### config.mk
export PLATFORM = sky130hd
export DESIGN_NAME = mips_lsu_flat
export DESIGN_NICKNAME = d
export VERILOG_FILES = /design/src/rtl/mips_lsu_pkg.sv /design/src/rtl/mips_lsu_if.sv /design/src/rtl/mips_lsu_lane.sv /design/src/rtl/mips_lsu.sv /design/src/flat_wrapper.sv
export SDC_FILE = /design/constraint.sdc
export NUM_CORES = 1
export LEC_CHECK = 0
export CELL_PAD_IN_SITES_DETAIL_PLACEMENT = 0
export CELL_PAD_IN_SITES_GLOBAL_PLACEMENT = 1
export CORE_MARGIN = 1.5
export CORE_UTILIZATION = 49
export DETAILED_ROUTE_END_ITERATION = 6
export DONT_BUFFER_PORTS = 1
export PLACE_DENSITY_LB_ADDON = 0.1
export REMOVE_ABC_BUFFERS = 1
export SLEW_MARGIN = 10
export SYNTH_ARGS = -nofsm -noshare
export SYNTH_HDL_FRONTEND = slang
export SYNTH_HIERARCHICAL = 1
export SYNTH_SLANG_ARGS = --single-unit
### constraint.sdc
create_clock -name clk -period 2.6 [get_ports clk]
set_clock_uncertainty 0.05 [all_clocks]
set_input_delay 0.65 -clock clk [delete_from_list [all_inputs] [get_ports clk]]
set_output_delay 0.65 -clock clk [all_outputs]
set_load 0.01 [all_outputs]
### src/rtl/mips_lsu_pkg.sv
// rtl/mips_lsu_pkg.sv - shared types and helpers for the MIPS load/store unit
package mips_lsu_pkg;

  typedef enum logic [2:0] {
    LB  = 3'd0,
    LBU = 3'd1,
    LH  = 3'd2,
    LHU = 3'd3,
    LW  = 3'd4,
    SB  = 3'd5,
    SH  = 3'd6,
    SW  = 3'd7
  } lsu_op_e;

  typedef enum logic [1:0] {
    IDLE = 2'd0,
    BUSY = 2'd1,
    DONE = 2'd2
  } lsu_state_e;

  localparam int unsigned TIMEOUT_W = 16;

  function automatic logic is_store(lsu_op_e op);
    is_store = (op == SB) || (op == SH) || (op == SW);
  endfunction

  // Halfwords need addr[0]=0, words need addr[1:0]=0, bytes are always aligned.
  function automatic logic misaligned(lsu_op_e op, logic [1:0] addr_lo);
    case (op)
      LB, LBU, SB: misaligned = 1'b0;
      LH, LHU, SH: misaligned = addr_lo[0];
      default:     misaligned = |addr_lo;
    endcase
  endfunction

endpackage

### src/rtl/mips_lsu_if.sv
// rtl/mips_lsu_if.sv - core request/response and data memory signals of the LSU
interface mips_lsu_if;
  import mips_lsu_pkg::*;

  logic        req_valid;
  lsu_op_e     req_op;
  logic [31:0] req_addr;
  logic [31:0] req_wdata;
  logic        stall;
  logic        resp_valid;
  logic [31:0] resp_rdata;
  logic        excpt_adel;
  logic        excpt_ades;
  logic        excpt_dbe;
  logic [31:0] bad_addr;
  logic [29:0] mem_addr;
  logic        mem_rd_en;
  logic [3:0]  mem_write_en;
  logic [31:0] mem_data_in;
  logic [31:0] mem_data_out;
  logic        mem_ack;
  logic        mem_excpt;

  // Core plus memory side: drives requests and memory replies.
  modport master (
    output req_valid, req_op, req_addr, req_wdata, mem_data_out, mem_ack, mem_excpt,
    input  stall, resp_valid, resp_rdata, excpt_adel, excpt_ades, excpt_dbe, bad_addr,
    input  mem_addr, mem_rd_en, mem_write_en, mem_data_in
  );

  // The load/store unit itself.
  modport slave (
    input  req_valid, req_op, req_addr, req_wdata, mem_data_out, mem_ack, mem_excpt,
    output stall, resp_valid, resp_rdata, excpt_adel, excpt_ades, excpt_dbe, bad_addr,
    output mem_addr, mem_rd_en, mem_write_en, mem_data_in
  );

endinterface

### src/rtl/mips_lsu_lane.sv
// rtl/mips_lsu_lane.sv - byte-lane masks, store replication and load extension
module mips_lsu_lane
  import mips_lsu_pkg::*;
(
  input  lsu_op_e     op,
  input  logic [1:0]  addr_lo,
  input  logic [31:0] wdata,
  input  logic [31:0] rdata,
  output logic [3:0]  write_en,
  output logic [31:0] data_rep,
  output logic [31:0] rdata_ext
);

  logic [7:0]  byte_sel;
  logic [15:0] half_sel;

  // Pick the addressed byte and halfword out of the little-endian read word.
  always_comb begin
    byte_sel = rdata[7:0];
    case (addr_lo)
      2'd0: byte_sel = rdata[7:0];
      2'd1: byte_sel = rdata[15:8];
      2'd2: byte_sel = rdata[23:16];
      2'd3: byte_sel = rdata[31:24];
      default: byte_sel = rdata[7:0];
    endcase
    half_sel = addr_lo[1] ? rdata[31:16] : rdata[15:0];
  end

  // Per-op lane mask, replicated store data and extended load data.
  always_comb begin
    write_en  = 4'b0000;
    data_rep  = 32'd0;
    rdata_ext = 32'd0;
    case (op)
      LB:  rdata_ext = {{24{byte_sel[7]}}, byte_sel};
      LBU: rdata_ext = {24'd0, byte_sel};
      LH:  rdata_ext = {{16{half_sel[15]}}, half_sel};
      LHU: rdata_ext = {16'd0, half_sel};
      SB: begin
        write_en = 4'b0001 << addr_lo;
        data_rep = {4{wdata[7:0]}};
      end
      SH: begin
        write_en = 4'b0011 << addr_lo;
        data_rep = {2{wdata[15:0]}};
      end
      SW: begin
        write_en = 4'b1111;
        data_rep = wdata;
      end
      default: rdata_ext = rdata;
    endcase
  end

endmodule

### src/rtl/mips_lsu.sv
// rtl/mips_lsu.sv - load/store unit top; optional bus timeout under MIPS_LSU_TIMEOUT_EN
module mips_lsu
  import mips_lsu_pkg::*;
#(
  parameter int TIMEOUT_CYCLES = 255
) (
  input  logic       clk,
  input  logic       rst_b,
  mips_lsu_if.slave  bus
);

  lsu_state_e  state_q;
  lsu_op_e     op_q;
  logic [31:0] addr_q;
  logic [31:0] wdata_q;
  logic        resp_valid_q;
  logic [31:0] resp_rdata_q;
  logic        adel_q;
  logic        ades_q;
  logic        dbe_q;
  logic [31:0] bad_addr_q;

  logic [3:0]  lane_we;
  logic [31:0] lane_wdata;
  logic [31:0] lane_rdata;
  logic        busy;

`ifdef MIPS_LSU_TIMEOUT_EN
  localparam logic [TIMEOUT_W-1:0] TIMEOUT_LAST = TIMEOUT_W'(TIMEOUT_CYCLES - 1);
  logic [TIMEOUT_W-1:0] wait_cnt_q;
`endif

  mips_lsu_lane u_lane (
    .op        (op_q),
    .addr_lo   (addr_q[1:0]),
    .wdata     (wdata_q),
    .rdata     (bus.mem_data_out),
    .write_en  (lane_we),
    .data_rep  (lane_wdata),
    .rdata_ext (lane_rdata)
  );

  // Request FSM: accept/check in IDLE, wait on memory in BUSY, pulse result in DONE.
  always_ff @(posedge clk or negedge rst_b) begin
    if (!rst_b) begin
      state_q      <= IDLE;
      op_q         <= LW;
      addr_q       <= 32'd0;
      wdata_q      <= 32'd0;
      resp_valid_q <= 1'b0;
      resp_rdata_q <= 32'd0;
      adel_q       <= 1'b0;
      ades_q       <= 1'b0;
      dbe_q        <= 1'b0;
      bad_addr_q   <= 32'd0;
`ifdef MIPS_LSU_TIMEOUT_EN
      wait_cnt_q   <= '0;
`endif
    end else begin
      case (state_q)
        IDLE: begin
          if (bus.req_valid) begin
            if (misaligned(bus.req_op, bus.req_addr[1:0])) begin
              state_q    <= DONE;
              bad_addr_q <= bus.req_addr;
              if (is_store(bus.req_op)) ades_q <= 1'b1;
              else                      adel_q <= 1'b1;
            end else begin
              state_q <= BUSY;
              op_q    <= bus.req_op;
              addr_q  <= bus.req_addr;
              wdata_q <= bus.req_wdata;
`ifdef MIPS_LSU_TIMEOUT_EN
              wait_cnt_q <= '0;
`endif
            end
          end
        end
        BUSY: begin
          if (bus.mem_excpt) begin
            state_q    <= DONE;
            dbe_q      <= 1'b1;
            bad_addr_q <= addr_q;
          end else if (bus.mem_ack) begin
            state_q      <= DONE;
            resp_valid_q <= 1'b1;
            resp_rdata_q <= lane_rdata;
          end
`ifdef MIPS_LSU_TIMEOUT_EN
          else if (wait_cnt_q == TIMEOUT_LAST) begin
            state_q    <= DONE;
            dbe_q      <= 1'b1;
            bad_addr_q <= addr_q;
          end else begin
            wait_cnt_q <= wait_cnt_q + 1'b1;
          end
`endif
        end
        default: begin
          state_q      <= IDLE;
          resp_valid_q <= 1'b0;
          resp_rdata_q <= 32'd0;
          adel_q       <= 1'b0;
          ades_q       <= 1'b0;
          dbe_q        <= 1'b0;
          bad_addr_q   <= 32'd0;
        end
      endcase
    end
  end

  assign busy = (state_q == BUSY);

  // Reset gates stall so every output reads 0 while rst_b is low.
  assign bus.stall        = bus.req_valid & rst_b & (state_q != DONE);
  assign bus.resp_valid   = resp_valid_q;
  assign bus.resp_rdata   = resp_rdata_q;
  assign bus.excpt_adel   = adel_q;
  assign bus.excpt_ades   = ades_q;
  assign bus.excpt_dbe    = dbe_q;
  assign bus.bad_addr     = bad_addr_q;
  assign bus.mem_addr     = busy ? addr_q[31:2] : 30'd0;
  assign bus.mem_rd_en    = busy & ~is_store(op_q);
  assign bus.mem_write_en = busy ? lane_we : 4'b0000;
  assign bus.mem_data_in  = busy ? lane_wdata : 32'd0;

endmodule

### src/flat_wrapper.sv
// flat-port wrapper written by rule: the top's interface ports become plain ports
module mips_lsu_flat import mips_lsu_pkg::*;
#(
  parameter int TIMEOUT_CYCLES = 255
)
  (clk, rst_b, bus_req_valid, bus_req_op, bus_req_addr, bus_req_wdata, bus_mem_data_out, bus_mem_ack, bus_mem_excpt, bus_stall, bus_resp_valid, bus_resp_rdata, bus_excpt_adel, bus_excpt_ades, bus_excpt_dbe, bus_bad_addr, bus_mem_addr, bus_mem_rd_en, bus_mem_write_en, bus_mem_data_in);
  mips_lsu_if bus_i ();
  input  logic clk;
  input  logic rst_b;
  input wire logic [$bits(bus_i.req_valid)-1:0] bus_req_valid;
  input wire logic [$bits(bus_i.req_op)-1:0] bus_req_op;
  input wire logic [$bits(bus_i.req_addr)-1:0] bus_req_addr;
  input wire logic [$bits(bus_i.req_wdata)-1:0] bus_req_wdata;
  input wire logic [$bits(bus_i.mem_data_out)-1:0] bus_mem_data_out;
  input wire logic [$bits(bus_i.mem_ack)-1:0] bus_mem_ack;
  input wire logic [$bits(bus_i.mem_excpt)-1:0] bus_mem_excpt;
  output wire logic [$bits(bus_i.stall)-1:0] bus_stall;
  output wire logic [$bits(bus_i.resp_valid)-1:0] bus_resp_valid;
  output wire logic [$bits(bus_i.resp_rdata)-1:0] bus_resp_rdata;
  output wire logic [$bits(bus_i.excpt_adel)-1:0] bus_excpt_adel;
  output wire logic [$bits(bus_i.excpt_ades)-1:0] bus_excpt_ades;
  output wire logic [$bits(bus_i.excpt_dbe)-1:0] bus_excpt_dbe;
  output wire logic [$bits(bus_i.bad_addr)-1:0] bus_bad_addr;
  output wire logic [$bits(bus_i.mem_addr)-1:0] bus_mem_addr;
  output wire logic [$bits(bus_i.mem_rd_en)-1:0] bus_mem_rd_en;
  output wire logic [$bits(bus_i.mem_write_en)-1:0] bus_mem_write_en;
  output wire logic [$bits(bus_i.mem_data_in)-1:0] bus_mem_data_in;
  assign bus_i.req_valid = bus_req_valid;
  assign bus_i.req_op = bus_req_op;
  assign bus_i.req_addr = bus_req_addr;
  assign bus_i.req_wdata = bus_req_wdata;
  assign bus_i.mem_data_out = bus_mem_data_out;
  assign bus_i.mem_ack = bus_mem_ack;
  assign bus_i.mem_excpt = bus_mem_excpt;
  assign bus_stall = bus_i.stall;
  assign bus_resp_valid = bus_i.resp_valid;
  assign bus_resp_rdata = bus_i.resp_rdata;
  assign bus_excpt_adel = bus_i.excpt_adel;
  assign bus_excpt_ades = bus_i.excpt_ades;
  assign bus_excpt_dbe = bus_i.excpt_dbe;
  assign bus_bad_addr = bus_i.bad_addr;
  assign bus_mem_addr = bus_i.mem_addr;
  assign bus_mem_rd_en = bus_i.mem_rd_en;
  assign bus_mem_write_en = bus_i.mem_write_en;
  assign bus_mem_data_in = bus_i.mem_data_in;
  mips_lsu #(.TIMEOUT_CYCLES(TIMEOUT_CYCLES)) u_core (.clk(clk), .rst_b(rst_b), .bus(bus_i));
endmodule
# Word-level counts from Yosys, hierarchy flattened
# Cells that the tools add are included.
# totals
register_bits,137
output_inout_bits,136
# classes
eq_ne,25
shift,2
n_mux,36
bitwise,7
reduce_logical,19
# op_table
op,n
two-way mux 32 bit,6
case mux 32 bit (5 select lines),1
case mux 32 bit (2 select lines),2
case mux 32 bit (3 select lines),1
case mux 8 bit (4 select lines),1
two-way mux 30 bit,1
== test 3 bit (second input constant),6
two-way mux 16 bit,1
== test 3 x 2 -> 1 bit (second input constant),4
inequality test 2 bit (second input constant),6
case mux 4 bit (3 select lines),1
two-way mux 1 bit,11
case mux 1 bit (2 select lines),5
AND reduction 3 bit,3
OR reduction 3 bit,3
two-way mux 2 bit,4
AND reduction 4 bit,2
== test 3 x 1 -> 1 bit (second input constant),2
zero test 3 bit,2
== test 2 x 1 -> 1 bit (second input constant),2
== test 2 bit (second input constant),2
zero test 2 bit,2
logical OR 1 bit,4
two-way mux 4 bit,1
other kinds (9),16

# Logic depth before layout (Yosys ltp)
# Gate-level depths: netlist (run 1).
# depth
ltp_word,8
mapped_depth,8
mapped_depth_nobuf,5

# Modules after synthesis
# The synthesis (run 1) kept the hierarchy.
# modules_own_cells
module,instances,cells_each,area_per_inst_um2
mips_lsu,1,475,5988.2
mips_lsu_lane,1,230,1624.1

# Least setup slack after synthesis (run 1)
# Ideal clock, no wire load.
# synth_path
path_kind,register -> output
startpoint,register u_core.state_q[0]
endpoint,output bus_mem_rd_en
arrival_time_ns,1.522
setup_slack_ns,0.378
stages_incl_launch_ff,7
path_cell_list,dfrtp_1 -> buf_2 -> clkinv_1 -> nor2_1 -> clkbuf_1 -> clkbuf_1 -> and2_1
# synth_via
elab_chain_cells,2
# synth_lines
item,line,rtl
start: declaration,mips_lsu.sv:12,lsu_state_e state_q;
start signal: assignment,mips_lsu.sv:46,state_q <= IDLE;
start signal: assignment,mips_lsu.sv:64,state_q <= DONE;
start signal: assignment,mips_lsu.sv:69,state_q <= BUSY;
== test 2 x 1 -> 1 bit,mips_lsu.sv:112,assign busy = (state_q == BUSY);
AND 1 bit,mips_lsu.sv:123,assign bus.mem_rd_en = busy & ~is_store(op_q);
end: declaration,flat_wrapper.sv:25,output wire logic [$bits(bus_i.mem_rd_en)-1:0] bus_mem_rd_en;
# No other way between the ends.

# Worst setup path after layout (run 1)
# layout_path
startpoint,register u_core.op_q[1]
endpoint,output bus_mem_data_in[12]
# layout_via
elab_chain_cells,3
word_cells_on_any_way,5
# layout_lines
item,line,rtl
start: declaration,mips_lsu.sv:13,lsu_op_e op_q;
start signal: assignment,mips_lsu.sv:70,op_q <= bus.req_op;
== test 3 bit,mips_lsu_lane.sv:35,case (op)
case mux 32 bit (3 select lines) (*),mips_lsu_lane.sv:35,
net u_core.lane_wdata[12],mips_lsu.sv:24,logic [31:0] lane_wdata;
two-way mux 32 bit (*),mips_lsu.sv:125,assign bus.mem_data_in = busy ? lane_wdata : 32'd0;
end: declaration,flat_wrapper.sv:27,output wire logic [$bits(bus_i.mem_data_in)-1:0] bus_mem_data_in;
# The timed path passes the listed nets; every way through them passes the cells marked *.

==> results of run 1 <==
-- worst paths after layout --
check,startpoint,to,depth (start not counted)
max,u_core/op_q[1],bus_mem_data_in[12],6
max reg2reg,u_core/op_q[1],u_core/bus.resp_rdata[20],6
min,rst_b,u_core/bus.resp_rdata[18],0
min reg2reg,u_core/addr_q[6],u_core/addr_q[6],1
min in group clk,bus_req_addr[23],u_core/addr_q[23],1
max in group asynchronous,rst_b,u_core/op_q[1],0
-- repair_timing --
action / CTS / global route
endpoints found under the setup margin: 10 / 5
pin swaps: 0 / 0
setup buffers: 3 / 2
resized for setup: 3 / 5
cloned: 0 / 1
hold endpoints to repair: 136 / 136
-- cell usage in the layout, fill, tap and decap left out, types with 26 or more instances in the layout --
master,netlist,routed
o21ai_0,39,39
mux2_4,31,31
a2bb2oi_1,31,31
a22o_1,32,32
nor2_1,66,62
dfrtp_1,136,134
mux2i_1,26,26
mux2_2,47,47
and2_1,68,67
buf_4,2,29
-- area by class of cell --
class	instances	area, um^2
clock buffers	19	453
well taps	188	235
fillers	1328	6700
flip-flops and latches	137	3430
inverters	4	17.5
repair buffers	37	359
clock inverters	13	108
multi-input cells	498	3890
-- worst max-delay path: cells and delay by family (launching register included) --
kind,cells,cell delay (ps)
flip-flops,1,520
buffers and inverters,3,460
AND/OR/NAND/NOR,2,230
AO/OA/AOI/OAI,1,200
-- registers in the layout, summed over array words and instances, names as in the netlist, 2 cells and up --
signal / cells
u_core/state_q: 2
u_core/op_q: 3
u_core/bus.resp_rdata: 32
u_core/wdata_q: 32
u_core/bus.bad_addr: 32
u_core/addr_q: 32
-- routing by layer --
metal  global-route usage (%)  wire length, um  up-vias
met2                     40.3             9970      242
met3                     8.67             1840       33
met4                     9.78              439        0
met5                        0                0        -
li1                         -                -     2545
met1                     31.2             8290     2847
-- cell families after synthesis --
kind of cell           Yosys count
XOR/XNOR                         1
flip-flops                     137
multiplexers                   110
AO/OA/AOI/OAI                  193
AND/OR/NAND/NOR                194
buffers and inverters           70
-- where the power goes --
part	switching (mW)	leakage (nW)	total (mW)	internal, mW
Combinational	1.78	2.02	3.66	1.88
Clock	1.01	0.266	2.31	1.30
Sequential	0.816	1.68	3.72	2.90
Total	3.61	3.96	9.68	6.07
-- stage by stage --
stage               setup TNS [ps]  area (um^2)  utilization (%)
global placement                 0         7850             51.6
CTS                              0         8450             55.6
floorplan                   -80010         7290                -
detailed placement               0         7850             51.6
finish                           0         8500             55.9
global route                 -14.9         8500             55.9
==> summary.md, run 1 <==
| Metric | Value |
|---|---|
| Area fraction in compound gates after synthesis | 18.4% |
| Setup violators final | 0 |
| Post-Synth Simple-Gate Area | 13.7% |
| CP Launch Type | register |
| Total number of vias | 5667 |
| Pre-antenna DRT Iters | 7 |
| Count leader, synth | dfrtp_1 |
| Post-Synth Adder-Cell Area | 0% |
| TritonCTS clock tree | built |
| Crit-path slowest cell | dfrtp_4 |
| Total gr overflow | 0 |
| I/O pin cnt | 240 |
| Port Buffers | 0 |
| WP data required | 1900 ps |
| Initial Utilization | 50.1% |
| Main combinational cell family by area after synthesis | compound AO/OA/AOI/OAI gates |
| Slew @ Worst Pin | 1150 ps |
| Area leader, netlist | dfrtp_1 |
| Max Fclk | 394 MHz |
| CP Capture Type | output port |
| Pwr dens | 1140 nW/um^2 |
| Netlist cell types | 47 |
| Clock Tree Root | clkbuf_16 |
| Most used DFF post-synth | dfrtp_1 |
| First-pass GRT wire length | 32100 um |
| Slowest stage delay, CP | 520 ps |
| Minimum clock period | 2540 ps |
| Clock latency on the worst-skew pair | 420 ps |
| CP Class | register to output port |
| Worst Path Max Fanout | 10 |
| Final nets | 799 |
| Cell Area, Synth | 7610 um^2 |
| Num CTS Buffers | 17 |
| Hold Worst Slack | -124 ps |
| Area delta synth->final | 11.7% |
| Xor-xnor portion of the synthesized cell area | 0.115% |
| Slew HR | 23.1% |
| Critical-path cell list | buf_2 > buf_4 > clkbuf_16 > a22oi_1 > nor2_1 > and2_1 |
| Placed Cells | 858 |
| Maxcap violations | 0 |
| Remaining routing DRC violations | 0 |
| Post-detailed-routing wire length | 20500 um |
| Post-route ant nets | 0 |
| Fin. max-slew vios | 0 |
| Detailed Place HPWL | 13100 um |
| Flop2flop setup slack | 430 ps |
| Chip width | 128 um |
| Die area | 16300 um^2 |
| Top cell type's share of synthesized area | 44.7% |
| Failing checks | hold timing |
| Share of cells above drive strength 1 | 24.7% |
| EDFF count, synth | 0 |
| Dpl ws | 350 ps |
| Fin cells | 896 |
| RSZ-0062 raised after global routing | true |
| CTS sink cnt | 137 |
| Post-synthesis register bit count | 137 |
| Antenna cell count | 0 |
| Pin count of the biggest net entering global routing | 139 |
| Critical path arrival | 1840 ps |
| Syn_area_per_cell | 10.8 um^2 |
| Area contributors post-synth | dfrtp_1 (45%), mux2_2 (7.0%), mux2_4 (6.1%) |
| Setup ws final | 60.1 ps |
| Share of flip-flops with an asynchronous set or reset | 100% |
| Vias per inst | 6.32 |
| Vias in the first global route | 5863 |
| YS warnings | 6 |
| Leakage | 3.96 nW |
| Tcrit/Tclk final | 97.7% |
| Drt first-iter violations | 321 |
| Chip height | 128 um |
| Gr usage total | 25.1% |
| Pwr Total | 9.68 mW |
| Post-synthesis mux area share | 18.3% |
| Worst-case clock buffer depth | 2 |
| Synth cell count leaders | dfrtp_1 (136), and2_1 (68), nor2_1 (66), mux2_2 (47), o21ai_0 (39) |
| Clk slew on worst S/H paths | 60 ps |
| Core Area | 15200 um^2 |
| Max VDD drop | 0.526 mV |
| Num rows | 45 |
| Final Hold Fails | 136 |
| Post-Synthesis Cells | 705 |
| Initial antenna violation count | 0 |
| H-tree Lvls | 4 |
| Mean routed wirelength per cell | 22.9 um |
| Seq/Total Area, Yosys | 45.1% |
| Placer Congestion | 0.806 |
| Outcome | complete, but fails checks |
| HP Class | input port to async pin |
Note: power is estimated with default switching activity, not from simulation.
==> inputs of run 2 (changes only) <==
--- a/config.mk
+++ b/config.mk
@@ -7,11 +7,13 @@
 export LEC_CHECK = 0
 export CELL_PAD_IN_SITES_DETAIL_PLACEMENT = 0
 export CELL_PAD_IN_SITES_GLOBAL_PLACEMENT = 1
+export CORE_ASPECT_RATIO = 0.5
 export CORE_MARGIN = 1.5
 export CORE_UTILIZATION = 49
 export DETAILED_ROUTE_END_ITERATION = 6
 export DONT_BUFFER_PORTS = 1
 export PLACE_DENSITY_LB_ADDON = 0.1
+export RECOVER_POWER = 50
 export REMOVE_ABC_BUFFERS = 1
 export SLEW_MARGIN = 10
 export SYNTH_ARGS = -nofsm -noshare
==> summary.md, run 2 (synthesized netlist as in run 1, its figures left out) <==
| Metric | Value |
|---|---|
| Final Hold Fails | 136 |
| Chip width | 179 um |
| Mean routed wirelength per cell | 22.3 um |
| Clk slew on worst S/H paths | 60 ps |
| Placer Congestion | 0.783 |
| HP Class | input port to async pin |
| Tcrit/Tclk final | 95.8% |
| RSZ-0062 raised after global routing | false |
| Placed cell areas | 7850 um^2 |
| Drt first-iter violations | 261 |
| H-tree Lvls | 4 |
| Crit-path slowest cell | dfrtp_2 |
| WP data required | 1900 ps |
| Minimum clock period | 2490 ps |
| Failing checks | hold timing |
| Final nets | 790 |
| Slew HR | 23.5% |
| Most common cell after layout, fill and taps aside | dfrtp_1 |
| Post-layout util | 57.0% |
| FF-to-FF Start | u_core/addr_q[1] |
| Detailed Place HPWL | 13000 um |
| Pin count of the biggest net entering global routing | 139 |
| Pwr dens | 1130 nW/um^2 |
| Placed Cells | 865 |
| Setup_tns | 0 ps |
| Pre-antenna DRT Iters | 4 |
| Total gr overflow | 0 |
| Num CTS Buffers | 17 |
| Worst-case clock buffer depth | 2 |
| Leakage | 3.92 nW |
| CP Launch Type | register |
| CP Capture Type | output port |
| Initial antenna violation count | 0 |
| Chip height | 91.1 um |
| Final instance area | 8440 um^2 |
| Share of cells above drive strength 1 | 23.3% |
| Initial Utilization | 51.4% |
| TritonCTS clock tree | built |
| Max Fclk | 401 MHz |
| CP Class | register to output port |
| Max VDD drop | 0.505 mV |
| Slowest stage delay, CP | 430 ps |
| Hold Worst Slack | -114 ps |
| Remaining routing DRC violations | 0 |
| Worst Path Max Fanout | 31 |
| Critical path origin | u_core/op_q[1] |
| Worst reg2reg path depth | 4 |
| Total number of vias | 5443 |
| Outcome | complete, but fails checks |
| Maxcap violations | 0 |
| Fin cells | 897 |
| Pwr Total | 9.57 mW |
| Flop2flop setup slack | 460 ps |
| Num rows | 31 |
| I/O pin cnt | 240 |
| Gr usage total | 24.7% |
| Slew @ Worst Pin | 1140 ps |
| Critical-path cell list | buf_12 > nor2b_1 > buf_4 > a22oi_1 > nor2_1 > and2_4 |
| Die area | 16300 um^2 |
| Post-route ant nets | 0 |
| Dpl ws | 421 ps |
| Vias per inst | 6.07 |
| Critical path arrival | 1790 ps |
| Fin. max-slew vios | 0 |
| Vias in the first global route | 5505 |
| Core Area | 14800 um^2 |
| CTS sink cnt | 137 |
| Area delta synth->final | 10.9% |
| Most frequent cells in the layout | dfrtp_1 (133), and2_1 (66), nor2_1 (62) |
| Port Buffers | 0 |
| Setup ws final | 109 ps |
| First-pass GRT wire length | 31100 um |
| Clock Tree Root | clkbuf_16 |
| Clock latency on the worst-skew pair | 410 ps |
| Antenna cell count | 0 |
| Post-detailed-routing wire length | 20000 um |
| # Post-CTS Setup Buffers | 0 |
| Setup violators final | 0 |
| Fillers | 1278 |
## run 2: cell types whose count changed in the layout (fill, tap and decap cells not counted), moves of 3 or more
| cell | change |
|---|---|
| clkinv_8 | +3 |
| clkbuf_1 | +3 |
| buf_4 | -10 |
| inv_6 | -4 |
| inv_8 | +3 |
## run 2: final cells by class
type                            count  area, um^2  area share (%)
Multi-Input combinational cell    498        3890            46.1
Sequential cell                   137        3430            40.7
Clock buffer                       18         439            5.20
Timing Repair Buffer               28         265            3.14
Tap cell                          198         248            2.93
Clock inverter                     14         153            1.81
Inverter                            4        15.0           0.178
## run 2: repair_timing
action | CTS | global route
endpoints found under the setup margin | 0 | 8
resized for setup | 0 | 5
endpoints found under the hold margin | 136 | 136
## run 2: report_power, final
group | internal (mW) | switching (mW)
sequential | 2.90 | 0.805
clock | 1.31 | 1.06
combinational | 1.77 | 1.72
total | 5.98 | 3.59
## run 2: worst paths after layout
kind,to
setup reg to reg,u_core/bus.resp_rdata[30]
hold reg to reg,u_core/addr_q[11]
max in group asynchronous,u_core/addr_q[16]
min in group clk,u_core/addr_q[14]
hold / removal,u_core/wdata_q[9]
setup / recovery,bus_mem_data_in[20]
## run 2: per-layer routing
metal | global-route usage, % | up-vias | share of wire [%]
met2 | 36.9 | 193 | 44
met1 | 33.9 | 2710 | 45
met4 | 5.85 | 0 | 0.55
li1 | - | 2530 | -
met5 | 0 | - | 0
met3 | 9.13 | 10 | 10
## run 2: worst max-delay path, delay by kind of cell, from the launching register on
| family | cells | cell delay (ps) |
|---|---|---|
| AOI/OAI and AO/OA | 1 | 200 |
| and+or+nand+nor | 3 | 410 |
| buffers and inverters | 2 | 350 |
| DFF | 1 | 430 |
==> inputs of run 3 (changes only) <==
--- a/config.mk
+++ b/config.mk
@@ -12,9 +12,11 @@
 export CORE_UTILIZATION = 49
 export DETAILED_ROUTE_END_ITERATION = 6
 export DONT_BUFFER_PORTS = 1
+export MAX_ROUTING_LAYER = met4
 export PLACE_DENSITY_LB_ADDON = 0.1
 export RECOVER_POWER = 50
 export REMOVE_ABC_BUFFERS = 1
+export SKIP_CTS_REPAIR_TIMING = 1
 export SLEW_MARGIN = 10
 export SYNTH_ARGS = -nofsm -noshare
 export SYNTH_HDL_FRONTEND = slang
==> summary.md, run 3 (synthesized netlist as in run 1, its figures left out) <==
| Metric | Value |
|---|---|
| Met3 usage | 8.46% |
| Setup violators final | 0 |
| Worst-case clock buffer depth | 2 |
| Slew HR | 26.3% |
| Critical-path cell list | inv_2 > a211oi_1 > and2_1 |
| Most frequent cells in the layout | dfrtp_1 (133), and2_1 (67), nor2_1 (62) |
| CP Capture Type | output port |
| Drt first-iter violations | 279 |
| H-tree Lvls | 4 |
| Tcrit/Tclk final | 95.9% |
| Pwr dens | 1130 nW/um^2 |
| Final nets | 790 |
| Post-route ant nets | 0 |
| Die area | 16300 um^2 |
| Share of cells above drive strength 1 | 23.2% |
| Max VDD drop | 0.505 mV |
| Minimum clock period | 2490 ps |
| Failing checks | hold timing |
| I/O pin cnt | 240 |
| Slew @ Worst Pin | 1100 ps |
| Initial antenna violation count | 0 |
| Clock Tree Root | clkbuf_16 |
| Max Fclk | 401 MHz |
| Num CTS Buffers | 17 |
| Vias in the first global route | 5522 |
| First-pass GRT wire length | 31000 um |
| Crit-path slowest cell | dfstp_2 |
| Total gr overflow | 0 |
| Vias per inst | 6.08 |
| CP Launch Type | register |
| Pwr Total | 9.57 mW |
| TritonCTS clock tree | built |
| Leakage | 3.92 nW |
| Remaining routing DRC violations | 0 |
| Slowest stage delay, CP | 550 ps |
| Post-layout util | 56.9% |
| Placer Congestion | 0.794 |
| CP Class | register to output port |
| Clock latency on the worst-skew pair | 410 ps |
| Initial Utilization | 51.4% |
| RSZ-0062 raised after global routing | false |
| Critical path arrival | 1790 ps |
| Layer with the highest usage | met2 |
| Fin. max-slew vios | 0 |
| Mean routed wirelength per cell | 22.3 um |
| Chip width | 179 um |
| Maxcap violations | 0 |
| WP data required | 1900 ps |
| Gr usage total | 25.3% |
| Detailed Place HPWL | 13000 um |
| Worst Path Max Fanout | 37 |
| HP Class | input port to async pin |
| Clk slew on worst S/H paths | 60 ps |
| Final Hold Fails | 136 |
| Most common cell after layout, fill and taps aside | dfrtp_1 |
| Core Area | 14800 um^2 |
| Pin count of the biggest net entering global routing | 139 |
| Hold Worst Slack | -113 ps |
| Total number of vias | 5454 |
| Post-detailed-routing wire length | 20000 um |
| CTS sink cnt | 137 |
| Antenna cell count | 0 |
| Outcome | complete, but fails checks |
| M1 GR Usage | 33.8% |
| Area delta synth->final | 10.8% |
| Pre-antenna DRT Iters | 4 |
| M2 GR Usage | 37.2% |
| Port Buffers | 0 |
| Chip height | 91.1 um |
| Num rows | 31 |
[run 3: power breakdown]
part | switching, mW | internal [mW] | total, mW | leakage, nW
registers | 0.806 | 2.90 | 3.71 | 1.68
clock network | 1.06 | 1.31 | 2.37 | 0.284
logic | 1.72 | 1.77 | 3.49 | 1.96
[run 3: through the flow]
step	hold WS, ps	cells	setup slack [ps]	TNS [ps]	cell area, um^2
after floorplan	304	639	-507	-80010	7290
after global placement	310	865	458	0	7850
after detailed placement	310	865	421	0	7850
after CTS	-132	897	35.1	0	8440
after global routing	-137	897	3.19	0	8440
final	-113	897	106	0	8440
[run 3: layer usage]
metal	up-vias	part of all wire (%)
met3	13	9.3
met1	2726	45
met4	0	0.49
met2	179	45
met5	-	0
li1	2536	-
[run 3: path summary, 6_finish.rpt]
check	from	to	slack [ps]	depth (start not counted)
worst max register to register	u_core/addr_q[1]	u_core/bus.resp_rdata[30]	500	4
worst max-delay path	u_core/op_q[2]	bus_mem_data_in[27]	110	3
worst min register to register	u_core/addr_q[11]	u_core/addr_q[11]	450	1
min in group clk	bus_req_addr[14]	u_core/addr_q[14]	330	1
max in group asynchronous	rst_b	u_core/bus.bad_addr[7]	2350	0
worst min-delay path	rst_b	u_core/wdata_q[9]	-110	0
[run 3: cell type report]
| type | count | area, um^2 |
|---|---|---|
| Fill cell | 1277 | 6380 |
| Inverter | 4 | 15.0 |
| Timing Repair Buffer | 28 | 265 |
| Tap cell | 198 | 248 |
| Clock buffer | 18 | 439 |
| Clock inverter | 14 | 153 |
| Multi-Input combinational cell | 498 | 3880 |
| Sequential cell | 137 | 3430 |
[run 3: critical path: cells and delay by family (launching register included)]
family	cells	cell delay [ps]
AOI/OAI and AO/OA	1	340
buffers and inverters	1	250
and+or+nand+nor	1	230
DFF	1	550
